`src/rtl/uart_pkg.sv`:
```
// uart_pkg: shared register map, CON bit positions and transmitter FSM states
package uart_pkg;
  localparam logic [31:0] TXD_OFS = 32'd0;
  localparam logic [31:0] CON_OFS = 32'd4;
  localparam int BUSY = 0;
  localparam int FULL = 1;
  localparam int OVF = 2;
  localparam int DONE = 3;
  typedef enum logic [1:0] {IDLE, START, DATA, STOP} tx_state_t;
endpackage

```
`src/rtl/uart_tx_port_if.sv`:
```
// uart_tx_port_if: CPU MEM-stage load/store bus as seen by a peripheral
interface uart_tx_port_if;
  logic rd, wr;
  logic [31:0] addr, wdata, rdata;
  modport master (output rd, wr, addr, wdata, input rdata);
  modport slave (input rd, wr, addr, wdata, output rdata);
endinterface

```
`src/rtl/uart_tx_port_tx_fifo.sv`:
```
// tx_fifo: byte FIFO that ignores pushes when full and pops when empty
module tx_fifo #(
  parameter int DEPTH = 4
) (
  input  logic                     sysclk,
  input  logic                     Reset_n,
  input  logic                     push,
  input  logic                     pop,
  input  logic [7:0]               din,
  output logic [7:0]               dout,
  output logic [$clog2(DEPTH):0]   count,
  output logic                     full,
  output logic                     empty
);
  localparam int AW = $clog2(DEPTH);
  logic [7:0] mem [DEPTH];
  logic [AW-1:0] wp, rp;
  logic do_push, do_pop;
  assign full = count == (AW+1)'(DEPTH);
  assign empty = count == '0;
  assign do_push = push && !full;
  assign do_pop = pop && !empty;
  assign dout = mem[rp];
  // pointers wrap naturally because DEPTH is a power of two
  always_ff @(posedge sysclk or negedge Reset_n)
    if (!Reset_n) begin
      wp <= '0;
      rp <= '0;
      count <= '0;
    end else begin
      wp <= wp + AW'(do_push);
      rp <= rp + AW'(do_pop);
      count <= count + (AW+1)'(do_push) - (AW+1)'(do_pop);
    end
  // storage holds no reset; stale entries are never read once count is zero
  always_ff @(posedge sysclk)
    if (do_push) mem[wp] <= din;
endmodule

```
`src/rtl/uart_tx_port.sv`:
```
// uart_tx_port: memory-mapped 8N1 UART transmitter with a small byte FIFO
module uart_tx_port import uart_pkg::*; #(
  parameter int          CLK_HZ     = 50_000_000,
  parameter int          BAUD       = 9600,
  parameter int          FIFO_DEPTH = 4,
  parameter logic [31:0] BASE_ADDR  = 32'h4000_0018
) (
  input  logic           sysclk,
  input  logic           Reset_n,
  uart_tx_port_if.slave  bus,
  output logic           out
);
  localparam int DIV = CLK_HZ / BAUD;
  localparam int CW = $clog2(DIV);
  tx_state_t state, nxt;
  logic [CW-1:0] cnt;
  logic [2:0] idx;
  logic [7:0] shift, f_dout;
  logic [$clog2(FIFO_DEPTH):0] f_count;
  logic f_full, f_empty, push, pop, bit_end, busy, overflow, tx_done;
  logic txd_hit, con_hit, ovf_set, done_set;
  logic [31:0] con;
  assign txd_hit = bus.addr == BASE_ADDR + TXD_OFS;
  assign con_hit = bus.addr == BASE_ADDR + CON_OFS;
  assign push = bus.wr && txd_hit;
  assign ovf_set = push && f_full;
  assign bit_end = cnt == CW'(DIV - 1);
  assign pop = !f_empty && (state == IDLE || (state == STOP && bit_end));
  assign done_set = state == STOP && bit_end && f_empty;
  assign busy = state != IDLE || f_count != '0;
  assign out = state == START ? 1'b0 : state == DATA ? shift[0] : 1'b1;
  assign bus.rdata = (bus.rd && con_hit) ? con : '0;
  tx_fifo #(.DEPTH(FIFO_DEPTH)) u_fifo (
    .sysclk (sysclk),
    .Reset_n(Reset_n),
    .push   (push),
    .pop    (pop),
    .din    (bus.wdata[7:0]),
    .dout   (f_dout),
    .count  (f_count),
    .full   (f_full),
    .empty  (f_empty)
  );
  // CON status word as seen by a load
  always_comb begin
    con = '0;
    con[BUSY] = busy;
    con[FULL] = f_full;
    con[OVF] = overflow;
    con[DONE] = tx_done;
  end
  // next state: advance only at the end of a bit; STOP chains straight into START
  always_comb begin
    nxt = state;
    nxt = state == IDLE ? (f_empty ? IDLE : START) :
          !bit_end ? state :
          state == START ? DATA :
          state == DATA ? (idx == 3'd7 ? STOP : DATA) :
          (f_empty ? IDLE : START);
  end
  // state register
  always_ff @(posedge sysclk or negedge Reset_n)
    if (!Reset_n) state <= IDLE;
    else state <= nxt;
  // baud counter, bit index and shift register
  always_ff @(posedge sysclk or negedge Reset_n)
    if (!Reset_n) begin
      cnt <= '0;
      idx <= '0;
      shift <= '0;
    end else begin
      cnt <= (state == IDLE || bit_end) ? '0 : cnt + 1'b1;
      idx <= state != DATA ? 3'd0 : bit_end ? idx + 3'd1 : idx;
      shift <= pop ? f_dout : (state == DATA && bit_end) ? shift >> 1 : shift;
    end
  // sticky flags: a set in the same cycle as its clear wins
  always_ff @(posedge sysclk or negedge Reset_n)
    if (!Reset_n) begin
      overflow <= 1'b0;
      tx_done <= 1'b0;
    end else begin
      overflow <= ovf_set || (overflow && !(bus.wr && con_hit && bus.wdata[OVF]));
      tx_done <= done_set || (tx_done && !(bus.rd && con_hit));
    end
endmodule

```
`src/flat_wrapper.sv`:
```
// flat-port wrapper written by rule: the top's interface ports become plain ports
module uart_tx_port_flat import uart_pkg::*;
#(
  parameter int          CLK_HZ     = 50_000_000,
  parameter int          BAUD       = 9600,
  parameter int          FIFO_DEPTH = 4,
  parameter logic [31:0] BASE_ADDR  = 32'h4000_0018
)
  (sysclk, Reset_n, out, bus_rd, bus_wr, bus_addr, bus_wdata, bus_rdata);
  uart_tx_port_if bus_i ();
  input  logic sysclk;
  input  logic Reset_n;
  output logic out;
  input wire logic [$bits(bus_i.rd)-1:0] bus_rd;
  input wire logic [$bits(bus_i.wr)-1:0] bus_wr;
  input wire logic [$bits(bus_i.addr)-1:0] bus_addr;
  input wire logic [$bits(bus_i.wdata)-1:0] bus_wdata;
  output wire logic [$bits(bus_i.rdata)-1:0] bus_rdata;
  assign bus_i.rd = bus_rd;
  assign bus_i.wr = bus_wr;
  assign bus_i.addr = bus_addr;
  assign bus_i.wdata = bus_wdata;
  assign bus_rdata = bus_i.rdata;
  uart_tx_port #(.CLK_HZ(CLK_HZ), .BAUD(BAUD), .FIFO_DEPTH(FIFO_DEPTH), .BASE_ADDR(BASE_ADDR)) u_core (.sysclk(sysclk), .Reset_n(Reset_n), .bus(bus_i), .out(out));
endmodule
```
`config.mk`:
```
export PLATFORM = sky130hd
export DESIGN_NAME = uart_tx_port_flat
export DESIGN_NICKNAME = d
export VERILOG_FILES = /design/src/rtl/uart_pkg.sv /design/src/rtl/uart_tx_port_if.sv /design/src/rtl/uart_tx_port_tx_fifo.sv /design/src/rtl/uart_tx_port.sv /design/src/flat_wrapper.sv
export SDC_FILE = /design/constraint.sdc
export NUM_CORES = 1
export LEC_CHECK = 0
export CAP_MARGIN = 40
export CORE_MARGIN = 2
export CORE_UTILIZATION = 45
export CTS_CLUSTER_SIZE = 8
export DETAILED_ROUTE_END_ITERATION = 16
export GPL_ROUTABILITY_DRIVEN = 0
export PLACE_DENSITY = 0.78
export SYNTH_ARGS = -nofsm -noshare
export SYNTH_HDL_FRONTEND = slang
export SYNTH_SLANG_ARGS = --single-unit
```
`constraint.sdc`:
```
create_clock -name sysclk -period 6.6 [get_ports sysclk]
set_clock_uncertainty 0.2 [all_clocks]
set_input_delay 1.32 -clock sysclk [delete_from_list [all_inputs] [get_ports sysclk]]
set_output_delay 1.32 -clock sysclk [all_outputs]
set_load 0.01 [all_outputs]
```
==> impl_results.md, run 1 <==
* Clk Latency, worst-skew pair at 0.35 ns
* Port buffer count at 48
* HP Start: u_core.u_fifo.count[2]
* Full die area at 0.008105 mm²
* Grt ovf at 0
* Fillers at 602
* TritonCTS clock tree: built
* Routed WL per cell at 14.42 µm
* Most used DFF post-synth: dfrtp_1
* Vias per inst at 5.019
* Area fraction of the dominant cell type after synthesis at 28.85%
* Largest net degree at the start of global routing at 36
* Die span in x at 90.03 µm
* Cells after Synth at 251
* # nets final at 386
* Pre-antenna DRT Iters at 4
* WHS Endpoint: u_core.u_fifo.count[2]
* Post-Syn Area at 0.003331 mm²
* Rel. slew slack at 58.02%
* # diodes at 0
* Final wirelength at 5940 µm
* Final count of hold timing violations at 0
* Worst EP required at 5.08 ns
* FF-to-FF setup slack at 3.57 ns
* Least-Margin Pin Slew at 0.6250 ns
* Critical R2R Capture: u_core.u_fifo.count[2]
* Syn Area/Cell at 13.27 µm²
* Hold-fix buffers, CTS at 0
* Vias at 2,068
* Launch point of the worst path: bus_addr[5]
* Fin crit period at 4.923 ns
* Root Driver: clkbuf_8
* Die Height at 90.03 µm
* Worst reg2reg path depth at 10
* Fraction of layout cells with a size suffix above 1 at 16.29%
* Post-CTS sizing at 0
* VDD IR max at 0.1473 mV
* Seq. cell area at 0.001837 mm²
* Residual DRC at 0
* Unrepaired setup endpoints after global routing: no
* Largest cells by area after synthesis: edfxtp_1 (29%), dfrtp_1 (26%), buf_4 (6.5%)
* Max_cap viols at 0
* CTS H-tree depth at 3
* Setup violations, final at 0
* Period utilization at 74.60%
* First-pass GRT wire length at 9929 µm
* Tot Pwr at 782.2 µW
* CP max FO at 6
* Ys Warns at 0
* CP arrival at 3.40 ns
* Row count at 31
* R2r startpoint: u_core.cnt[0]
* Hold crit path type: reg2reg
* Post-synthesis cell type count at 41
* Initial antenna violation count at 0
* GRT Total Usage at 15.78%
* Cts bufs inserted at 9
* Slew Viols, Final at 0
* HPWL Detailed at 4268 µm
* CP Launch Type: primary input
* Outcome: completed
* Yosys reg bits at 67
* Layout area overhead at 20.51%
* Sequential fraction of the synthesis area at 55.15%
* Starting DRC count in detailed routing at 42
* Internal at 600.9 µW
* # IOs at 101
* Critical path type: in2out
* Antenna-violating nets left at 0
* Switch share at 23.18%
* Max clock buf depth at 2
* Number of synthesized flops with an enable pin at 32
* Switching power at 181.4 µW
* Sequential power share at 55.9%
* Clock-pin slew on the worst setup and hold paths at 0.08 ns
* Combinational share of power at 5.5%
* Synth area leader: edfxtp_1
* Pwr per Cell Area at 194.9 mW/mm²
* Power share of the clock group at 38.6%
* Core Region at 0.007214 mm²
* Vias in the first global route at 2,123
* Multi-input gate area at 0.001314 mm²
* Leak at 0.001584 µW
* Critical path endpoint category: output pin
* Clock Sinks at 67
* Final TNS setup at 0 ns
* Post-CTS Setup Bufs at 0
* Starting Density at 46.17%
* Hold path cells at 1
* Fmax at 0.2031 GHz
* Post-synth ARST share at 52.24%
[placed cells by master (no fill, tap or decap), drive strengths merged, types with 3 or more instances in the layout]
cell type       n
and4            5
and3            4
conb           28
buf             6
edfxtp         32
nand3           4
nor2           15
ha              9
nor3            8
nor4b           4
clkbuf         10
nand4           7
mux4            8
dfrtp          35
xor2           10
mux2           17
clkdlybuf4s50  48
xnor2           8
nor4            6
inv            12
nor2b           3
nand2          10
clkinvlp        3
[state kept, by name, summed over array words and instances (netlist names)]
signal and count:
u_core.cnt 13, u_core.idx 3, u_core.overflow 1, u_core.shift 8, u_core.state 2, u_core.tx_done 1
u_core.u_fifo.count 3, u_core.u_fifo.mem 32, u_core.u_fifo.rp 2, u_core.u_fifo.wp 2
[metrics by stage]
step                      std cells  hold slack [ns]  instance area, µm²  setup WS [ns]  util (%)
final                           412           0.3065                4014          1.677     55.64
after global routing            412           0.3312                4014          1.544     55.64
after CTS                       412           0.3076                4014          1.689     55.64
after detailed placement        396           0.2949                3837          1.709     53.19
after global placement          395           0.2761                3830          1.774     53.09
after floorplan                 278           0.2573                3432          2.597         -
[critical path, stage by stage]
cell and delay [ns]:
clkdlybuf4s50_1 0.42, nor4b_2 0.33, nand4_2 0.22, a2111oi_0 0.47, clkdlybuf4s50_1 0.65
[final cells by class]
type / count / area share [%]
flip-flops and latches: 67 / 45.76
multi-input cells: 166 / 32.73
repair buffers: 54 / 13.09
clock buffers: 10 / 3.180
well taps: 99 / 3.086
clock inverters: 6 / 1.216
inverters: 10 / 0.9352
[synth_stat cells (2+ instances only)]
library cell  number
and3_1             4
and4_1             5
and4b_1            2
buf_2              3
buf_4             29
clkbuf_1           2
dfrtp_1           35
edfxtp_1          32
ha_1               9
inv_1             10
mux2_2            17
mux2i_1            2
mux4_2             8
nand2_1           10
nand3_1            4
nand4_1            6
nor2_1            15
nor2b_1            3
nor3_1             8
nor3b_1            2
nor4_1             5
nor4b_2            3
nor4bb_1           2
o31ai_1            2
xnor2_1            8
xor2_1            10
[kinds of logic (layout without fill, tap and decap cells)]
group	count (synthesis)	count (layout)	synth area share (%)
AOI/OAI and AO/OA	9	9	1.991
xor gates and xnor gates	18	18	4.733
adders and majority gates	10	10	3.982
buffers and inverters	45	80	8.452
DFF	67	67	55.15
muxes	27	27	11.76
other	1	28	0.1126
and+or+nand+nor	74	74	13.82
[metal layers]
metal	track usage (%)	wire, µm	vias to the layer above
li1	-	-	975
met1	17.73	2429	1021
met2	27.51	3132	57
met3	4.023	221	15
met4	8.462	156	0
met5	0	0	-
[power groups by stage]
stage               clock network [µW]  registers (µW)  logic, µW
floorplan                            0             446       21.5
global placement                     0             446       42.0
detailed placement                   0             446       43.0
CTS                                310             437       43.2
global route                       328             437       46.7
finish                             302             437       42.8
[worst max-delay path by stage]
stage              endpoint  slack, ns  cells after the start
2_1_floorplan  bus_rdata[0]       2.60                      3
3_3_place_gp   bus_rdata[0]       1.77                      5
3_5_place_dp   bus_rdata[0]       1.71                      5
4_1_cts        bus_rdata[0]       1.69                      5
5_1_grt        bus_rdata[0]       1.54                      5
6_report       bus_rdata[0]       1.68                      5
Power figures use the tool's default switching activity.
==> run 2: changes to the inputs <==
--- a/config.mk
+++ b/config.mk
@@ -7,7 +7,7 @@
 export LEC_CHECK = 0
 export CAP_MARGIN = 40
 export CORE_MARGIN = 2
-export CORE_UTILIZATION = 45
+export CORE_UTILIZATION = 43
 export CTS_CLUSTER_SIZE = 8
 export DETAILED_ROUTE_END_ITERATION = 16
 export GPL_ROUTABILITY_DRIVEN = 0
==> constraint.sdc (replaced) <==
create_clock -name sysclk -period 4.2 [get_ports sysclk]
set_clock_uncertainty 0.2 [all_clocks]
set_input_delay 0.84 -clock sysclk [delete_from_list [all_inputs] [get_ports sysclk]]
set_output_delay 0.84 -clock sysclk [all_outputs]
set_load 0.01 [all_outputs]
==> run 2 against run 1 <==
  * First-iteration DRC count is 9.5% higher
  * Global-route usage is 0.65 points lower
  * Register-to-register slack worse by 2.4 ns
  * Sequential cell count did not move
  * Power increased by 72%
  * Sequential power is 57% higher
  * Sequential share of layout area down 0.65 points
  * Combinational power grew 58%
  * Non-clock buffer count rose by 1
  * Wire length is 4.7% lower
  * Final area is 1.4% higher
  * Critical path type unchanged
  * Highest routed layer unchanged
==> impl_results.md, run 2 (synthesis gave the netlist of run 1 again) <==
* Outcome: completed
* Die Height at 92.01 µm (+2.2%)
* Antenna-violating nets left at 0 (unchanged)
* # IOs at 101 (unchanged)
* CP Buf/Inv Count at 2 (unchanged)
* Post-layout util at 53.52% (-2.1 points)
* Leak at 0.001620 µW (+2.3%)
* CP Launch Type: primary input
* Most frequent cells in the layout: clkdlybuf4s50_1 (48), dfrtp_1 (35), edfxtp_1 (32), conb_1 (28), mux2_2 (17)
* Layout area overhead at 22.24%
* # diodes at 0 (unchanged)
* Routed WL per cell at 13.60 µm (-5.6%)
* Hold crit path type: reg2reg
* GRT Total Usage at 15.13% (-0.65 points)
* CTS H-tree depth at 3 (unchanged)
* Unrepaired setup endpoints after global routing: no
* Launch point of the worst path: bus_addr[18]
* Final wirelength at 5659 µm (-4.7%)
* Final TNS setup at 0 ns (unchanged)
* Fillers at 662 (+10%)
* HPWL Detailed at 4215 µm (-1.2%)
* Initial antenna violation count at 0 (unchanged)
* Vias at 2,072 (+0.19%)
* Hold-fix buffers, CTS at 0 (unchanged)
* Largest net degree at the start of global routing at 36 (unchanged)
* Vias per inst at 4.981 (-0.77%)
* Fin crit period at 4.010 ns
* Die span in x at 92.01 µm (+2.2%)
* Clock-pin slew on the worst setup and hold paths at 0.07 ns (about the same)
* Seq. cell area at 0.001837 mm² (unchanged)
* Setup violations, final at 0 (unchanged)
* Max reg flops at 32 (unchanged)
* # nets final at 387 (+0.26%)
* Pre-antenna DRT Iters at 4 (unchanged)
* Final count of hold timing violations at 0 (unchanged)
* Post-CTS Setup Bufs at 0 (unchanged)
* Pwr per Cell Area at 330.1 mW/mm² (+69%)
* Starting Density at 43.78% (-2.4 points)
* First-pass GRT wire length at 9777 µm (-1.5%)
* Core Region at 0.007607 mm² (+5.4%)
* CP max FO at 6 (unchanged)
* CP arrival at 2.97 ns (-0.43 ns)
* Clock Sinks at 67 (unchanged)
* Critical path's top delay family: buffers and inverters
* R2r startpoint: u_core.cnt[0]
* Fmax at 0.2494 GHz
* Largest Register: u_core.u_fifo.mem
* Fraction of layout cells with a size suffix above 1 at 16.88% (+0.59 points)
* TritonCTS clock tree: built
* Crit-path slowest cell: clkdlybuf4s50_1
* Post-CTS sizing at 0 (unchanged)
* Period utilization at 95.47%
* Multi-input gate area at 0.001314 mm² (unchanged)
* Full die area at 0.008466 mm² (+4.4%)
* Worst EP required at 3.16 ns (-1.92 ns)
* CP peak stage delay at 0.64 ns (about the same)
* VDD IR max at 0.2901 mV (+97%)
* Least-Margin Pin Slew at 0.5760 ns (-0.04896 ns)
* Max_cap viols at 0 (unchanged)
* CP cell instances: clkdlybuf4s50_1 > nor4_1 > nand4_1 > a2111oi_0 > clkdlybuf4s50_1
* Residual DRC at 0 (unchanged)
* Critical path endpoint category: output pin
* Vias in the first global route at 2,058 (-3.1%)
* Critical path type: in2out
* Clk Latency, worst-skew pair at 0.34 ns (about the same)
* Slew Viols, Final at 0 (unchanged)
* Regs by FF count: u_core.u_fifo.mem: 32 flops, u_core.cnt: 13 flops, u_core.shift: 8 flops
* HP Start: u_core.u_fifo.count[2]
* Most frequent CP cell: clkdlybuf4s50_1
* Cts bufs inserted at 9 (unchanged)
* Root Driver: clkbuf_8
* Grt ovf at 0 (unchanged)
* Starting DRC count in detailed routing at 46 (+9.5%)
* Port buffer count at 48 (unchanged)
* Rel. slew slack at 61.60% (+3.6 points)
* Commonest non-fill, non-tap cell in the layout: clkdlybuf4s50_1
* Max clock buf depth at 2 (unchanged)
* Row count at 32 (+3.2%)
## run 2: worst paths after layout
kind | to | slack (ns) | cells after the start
min reg2reg | u_core.u_fifo.count[2] | 0.30 | 1
min | u_core.u_fifo.count[2] | 0.30 | 1
max in group asynchronous | u_core.overflow | 2.76 | 2
max reg2reg | u_core.u_fifo.count[2] | 1.13 | 9
min in group asynchronous | u_core.idx[2] | 0.72 | 2
max | bus_rdata[0] | 0.19 | 5
## run 2: through the flow
stage          hold WS [ns]  total power (µW)  area (µm²)  setup WS (ns)  instances
5_1_grt              0.3289              1400        4071        0.04525        416
4_1_cts              0.3092              1358        4071         0.1897        416
3_5_place_dp         0.2979             769.2        3849         0.1770        400
3_3_place_gp         0.2778             767.2        3849         0.3411        400
2_1_floorplan        0.2573             735.3        3432         0.9575        278
6_report             0.3002              1344        4071         0.1901        416
## run 2: metal layers
layer | up-vias | track usage (%) | part of all wire (%)
li1 | 987 | - | -
met1 | 1026 | 17.66 | 43
met2 | 52 | 25.37 | 52
met3 | 7 | 6.409 | 4.5
met4 | 0 | 4.726 | 1.3
met5 | - | 0 | 0
## run 2: area by class of cell
cell class	instances	area share, %
clock buffers	9	3.042
clock inverters	7	2.428
inverters	10	0.9219
multi-input cells	166	32.27
flip-flops and latches	67	45.11
well taps	102	3.135
repair buffers	55	13.09
## run 2: where the power goes
part / internal [µW] / switching (µW)
clock network: 338 / 251
registers: 688 / 0.00000829
logic: 37.9 / 29.6
total: 1060 / 281
## run 2: worst register-to-register path, delay by kind of cell, from the launching register on
family,cells,cell delay (ns)
XOR/XNOR,3,0.43
adder cells (fa/ha/maj),3,0.90
flip-flops,1,0.44
AND/OR/NAND/NOR,2,0.76
AO/OA/AOI/OAI,1,0.23
==> run 3: changes to the inputs <==
--- a/config.mk
+++ b/config.mk
@@ -7,11 +7,13 @@
 export LEC_CHECK = 0
 export CAP_MARGIN = 40
 export CORE_MARGIN = 2
-export CORE_UTILIZATION = 43
+export CORE_UTILIZATION = 40
 export CTS_CLUSTER_SIZE = 8
 export DETAILED_ROUTE_END_ITERATION = 16
+export DONT_BUFFER_PORTS = 1
 export GPL_ROUTABILITY_DRIVEN = 0
-export PLACE_DENSITY = 0.78
+export HOLD_SLACK_MARGIN = 0.06
+export PLACE_DENSITY = 0.57
 export SYNTH_ARGS = -nofsm -noshare
 export SYNTH_HDL_FRONTEND = slang
 export SYNTH_SLANG_ARGS = --single-unit
==> run 3 against run 2 <==
  * Hold slack got worse by 0.17 ns
  * Global-route usage fell by 2.1 points
  * Sequential power about the same
  * Via count is 13% lower
  * Final cell count fell by 11%
  * Die area rose by 7.2%
  * Largest cell class unchanged
  * Power decreased by 8.6%
  * First-iteration DRC count up 20%
  * Sequential cell count unchanged
  * Combinational power fell by 65%
  * Wire length fell by 5.9%
  * Highest routed layer unchanged
  * Clock power decreased by 12%
  * Critical path type unchanged
==> impl_results.md, run 3 (synthesis gave the netlist of run 1 again) <==
* Outcome: completed
* Worst setup endpoint: bus_rdata[0]
* CP arrival at 2.07 ns (-0.90 ns)
* CP Launch Type: primary input
* # IOs at 101 (unchanged)
* Grt ovf at 0 (unchanged)
* Least-Margin Pin Slew at 0.6724 ns (+0.09637 ns)
* Design Area, Final at 0.003578 mm² (-12%)
* Max reg flops at 32 (unchanged)
* Final wirelength at 5326 µm (-5.9%)
* Internal at 968.5 µW (-8.9%)
* CP cell instances: nor4_1 > nand4_1 > a2111oi_0 > buf_4
* Crit-path slowest cell: a2111oi_0
* Routed WL per cell at 14.36 µm (+5.5%)
* Fmax at 0.3216 GHz (+29%)
* Combinational share of power at 1.9% (-3.1 points)
* Largest net degree at the start of global routing at 36 (unchanged)
* Clk Latency, worst-skew pair at 0.34 ns (about the same)
* Critical path endpoint category: output pin
* CP max FO at 6 (unchanged)
* VDD IR max at 0.2671 mV (-7.9%)
* Worst EP required at 3.16 ns (about the same)
* Row count at 33 (+3.1%)
* Hold crit path type: in2async
* Max clock buf depth at 2 (unchanged)
* Switching power at 259.8 µW (-7.5%)
* Largest Register: u_core.u_fifo.mem
* Port buffer count at 0 (-100%)
* Die Height at 95.25 µm (+3.5%)
* Period utilization at 74.04% (-21 points)
* Unrepaired setup endpoints after global routing: no
* Regs by FF count: u_core.u_fifo.mem: 32 flops, u_core.cnt: 13 flops, u_core.shift: 8 flops
* Placement Cell Area at 0.003364 mm² (-13%)
* Critical path type: in2out
* CP peak stage delay at 0.49 ns (-0.15 ns)
* Clock-pin slew on the worst setup and hold paths at 0.07 ns (about the same)
* Launch point of the worst path: bus_addr[22]
* Max_cap viols at 0 (unchanged)
* Rel. slew slack at 54.83% (-6.8 points)
* Cts bufs inserted at 9 (unchanged)
* Pre-antenna DRT Iters at 4 (unchanged)
* Critical R2R Capture: u_core.u_fifo.count[2]
* Slew Viols, Final at 0 (unchanged)
* Vias in the first global route at 1,745 (-15%)
* Root Driver: clkbuf_8
* Post-CTS sizing at 0 (unchanged)
* Worst reg2reg path depth at 10 (+1)
* Sequential power share at 56.0% (+4.9 points)
* Final TNS setup at 0 ns (unchanged)
* FF-to-FF setup slack at 1.20 ns (+0.07 ns)
* Residual DRC at 0 (unchanged)
* Pwr per Cell Area at 343.3 mW/mm² (+4.0%)
* Fraction of layout cells with a size suffix above 1 at 19.55% (+2.7 points)
* Antenna-violating nets left at 0 (unchanged)
* TritonCTS clock tree: built
* Post-CTS Setup Bufs at 0 (unchanged)
* CTS H-tree depth at 3 (unchanged)
* # diodes at 0 (unchanged)
* Starting Density at 40.95% (-2.8 points)
* Switch share at 21.15% (+0.26 points)
* Commonest non-fill, non-tap cell in the layout: dfrtp_1
* Most frequent cells in the layout: dfrtp_1 (35), edfxtp_1 (32), conb_1 (28), mux2_2 (17), nor2_1 (15)
* Hold_ws at 0.1260 ns (-0.1742 ns)
* Initial antenna violation count at 0 (unchanged)
* Final count of hold timing violations at 0 (unchanged)
* Fin cells at 371 (-11%)
* Fin crit period at 3.109 ns (-0.9005 ns)
* Die span in x at 95.25 µm (+3.5%)
* Setup violations, final at 0 (unchanged)
* Power share of the clock group at 42.1% (-1.7 points)
* Cells after DPL at 354 (-12%)
* # nets final at 339 (-12%)
* Vias at 1,808 (-13%)
* Starting DRC count in detailed routing at 55 (+20%)
* GRT Total Usage at 13.07% (-2.1 points)
* Leak at 0.001430 µW (-12%)
* Clock Sinks at 67 (unchanged)
* HPWL Detailed at 3767 µm (-11%)
* Vias per inst at 4.873 (-2.2%)
* First-pass GRT wire length at 8707 µm (-11%)
* Core Region at 0.008134 mm² (+6.9%)
* Full die area at 0.009073 mm² (+7.2%)
* Layout area overhead at 7.438%
* R2r startpoint: u_core.cnt[0]
[run 3: cell types whose count changed in the layout (fill, tap and decap cells not counted), sizes merged]
cell / previous run / this run
bufinv: 2 / 1
clkinvlp: 1 / 0
clkdlybuf4s50: 48 / 0
clkbuf: 9 / 10
clkinv: 2 / 4
inv: 12 / 11
[run 3: worst min path at each step]
| stage | to | depth (start not counted) | startpoint | slack (ns) |
|---|---|---|---|---|
| floorplan | u_core.tx_done | 2 | u_core.tx_done | 0.26 |
| global placement | u_core.u_fifo.count[2] | 1 | u_core.u_fifo.count[2] | 0.29 |
| detailed placement | u_core.u_fifo.count[2] | 1 | u_core.u_fifo.count[2] | 0.28 |
| CTS | u_core.u_fifo.wp[1] | 1 | Reset_n | 0.12 |
| global route | u_core.u_fifo.wp[1] | 1 | Reset_n | 0.12 |
| finish | u_core.u_fifo.wp[1] | 1 | Reset_n | 0.13 |
[run 3: stage by stage]
step / utilization, % / power [µW] / setup slack (ns)
global placement: 41.36 / 716.1 / 0.7565
floorplan: - / 735.3 / 0.9575
finish: 43.99 / 1228 / 1.091
CTS: 43.99 / 1248 / 1.094
detailed placement: 41.36 / 716.2 / 0.7558
global route: 43.99 / 1289 / 0.8693
[run 3: power groups by stage]
| stage | clock [µW] | sequential [µW] | combinational, µW |
|---|---|---|---|
| 2_1_floorplan | 0 | 702 | 33.8 |
| 3_3_place_gp | 0 | 702 | 14.6 |
| 3_5_place_dp | 0 | 702 | 14.7 |
| 4_1_cts | 537 | 688 | 23.8 |
| 5_1_grt | 573 | 687 | 28.5 |
| 6_report | 517 | 688 | 23.3 |
[run 3: repair_timing]
| item | 4_1_cts | 5_1_grt |
|---|---|---|
| hold buffers | 1 | 0 |
| endpoints found under the setup margin | 0 | 0 |
| hold endpoints to repair | 35 | 0 |
[run 3: critical path: cells and delay by family]
family                 cells  cell delay, ns
AO/OA/AOI/OAI              1            0.49
AND/OR/NAND/NOR            2            0.54
buffers and inverters      1            0.20
[run 3: final cells by class]
class / instances / area [µm²]
Timing Repair Buffer: 7 / 65.06
Multi-Input combinational cell: 166 / 1314
Sequential cell: 67 / 1837
Clock buffer: 10 / 127.6
Inverter: 10 / 37.54
Tap cell: 105 / 131.4
Fill cell: 760 / 4556
Clock inverter: 6 / 66.31
[run 3: metal layers]
layer | routed length, µm | part of all wire, % | up-vias | global-route usage [%]
met5 | 0 | 0 | - | 0
met4 | 78 | 1.5 | 0 | 3.986
met3 | 249 | 4.7 | 8 | 5.613
met2 | 2573 | 48 | 36 | 20.31
met1 | 2425 | 46 | 882 | 16.58
li1 | - | - | 882 | -
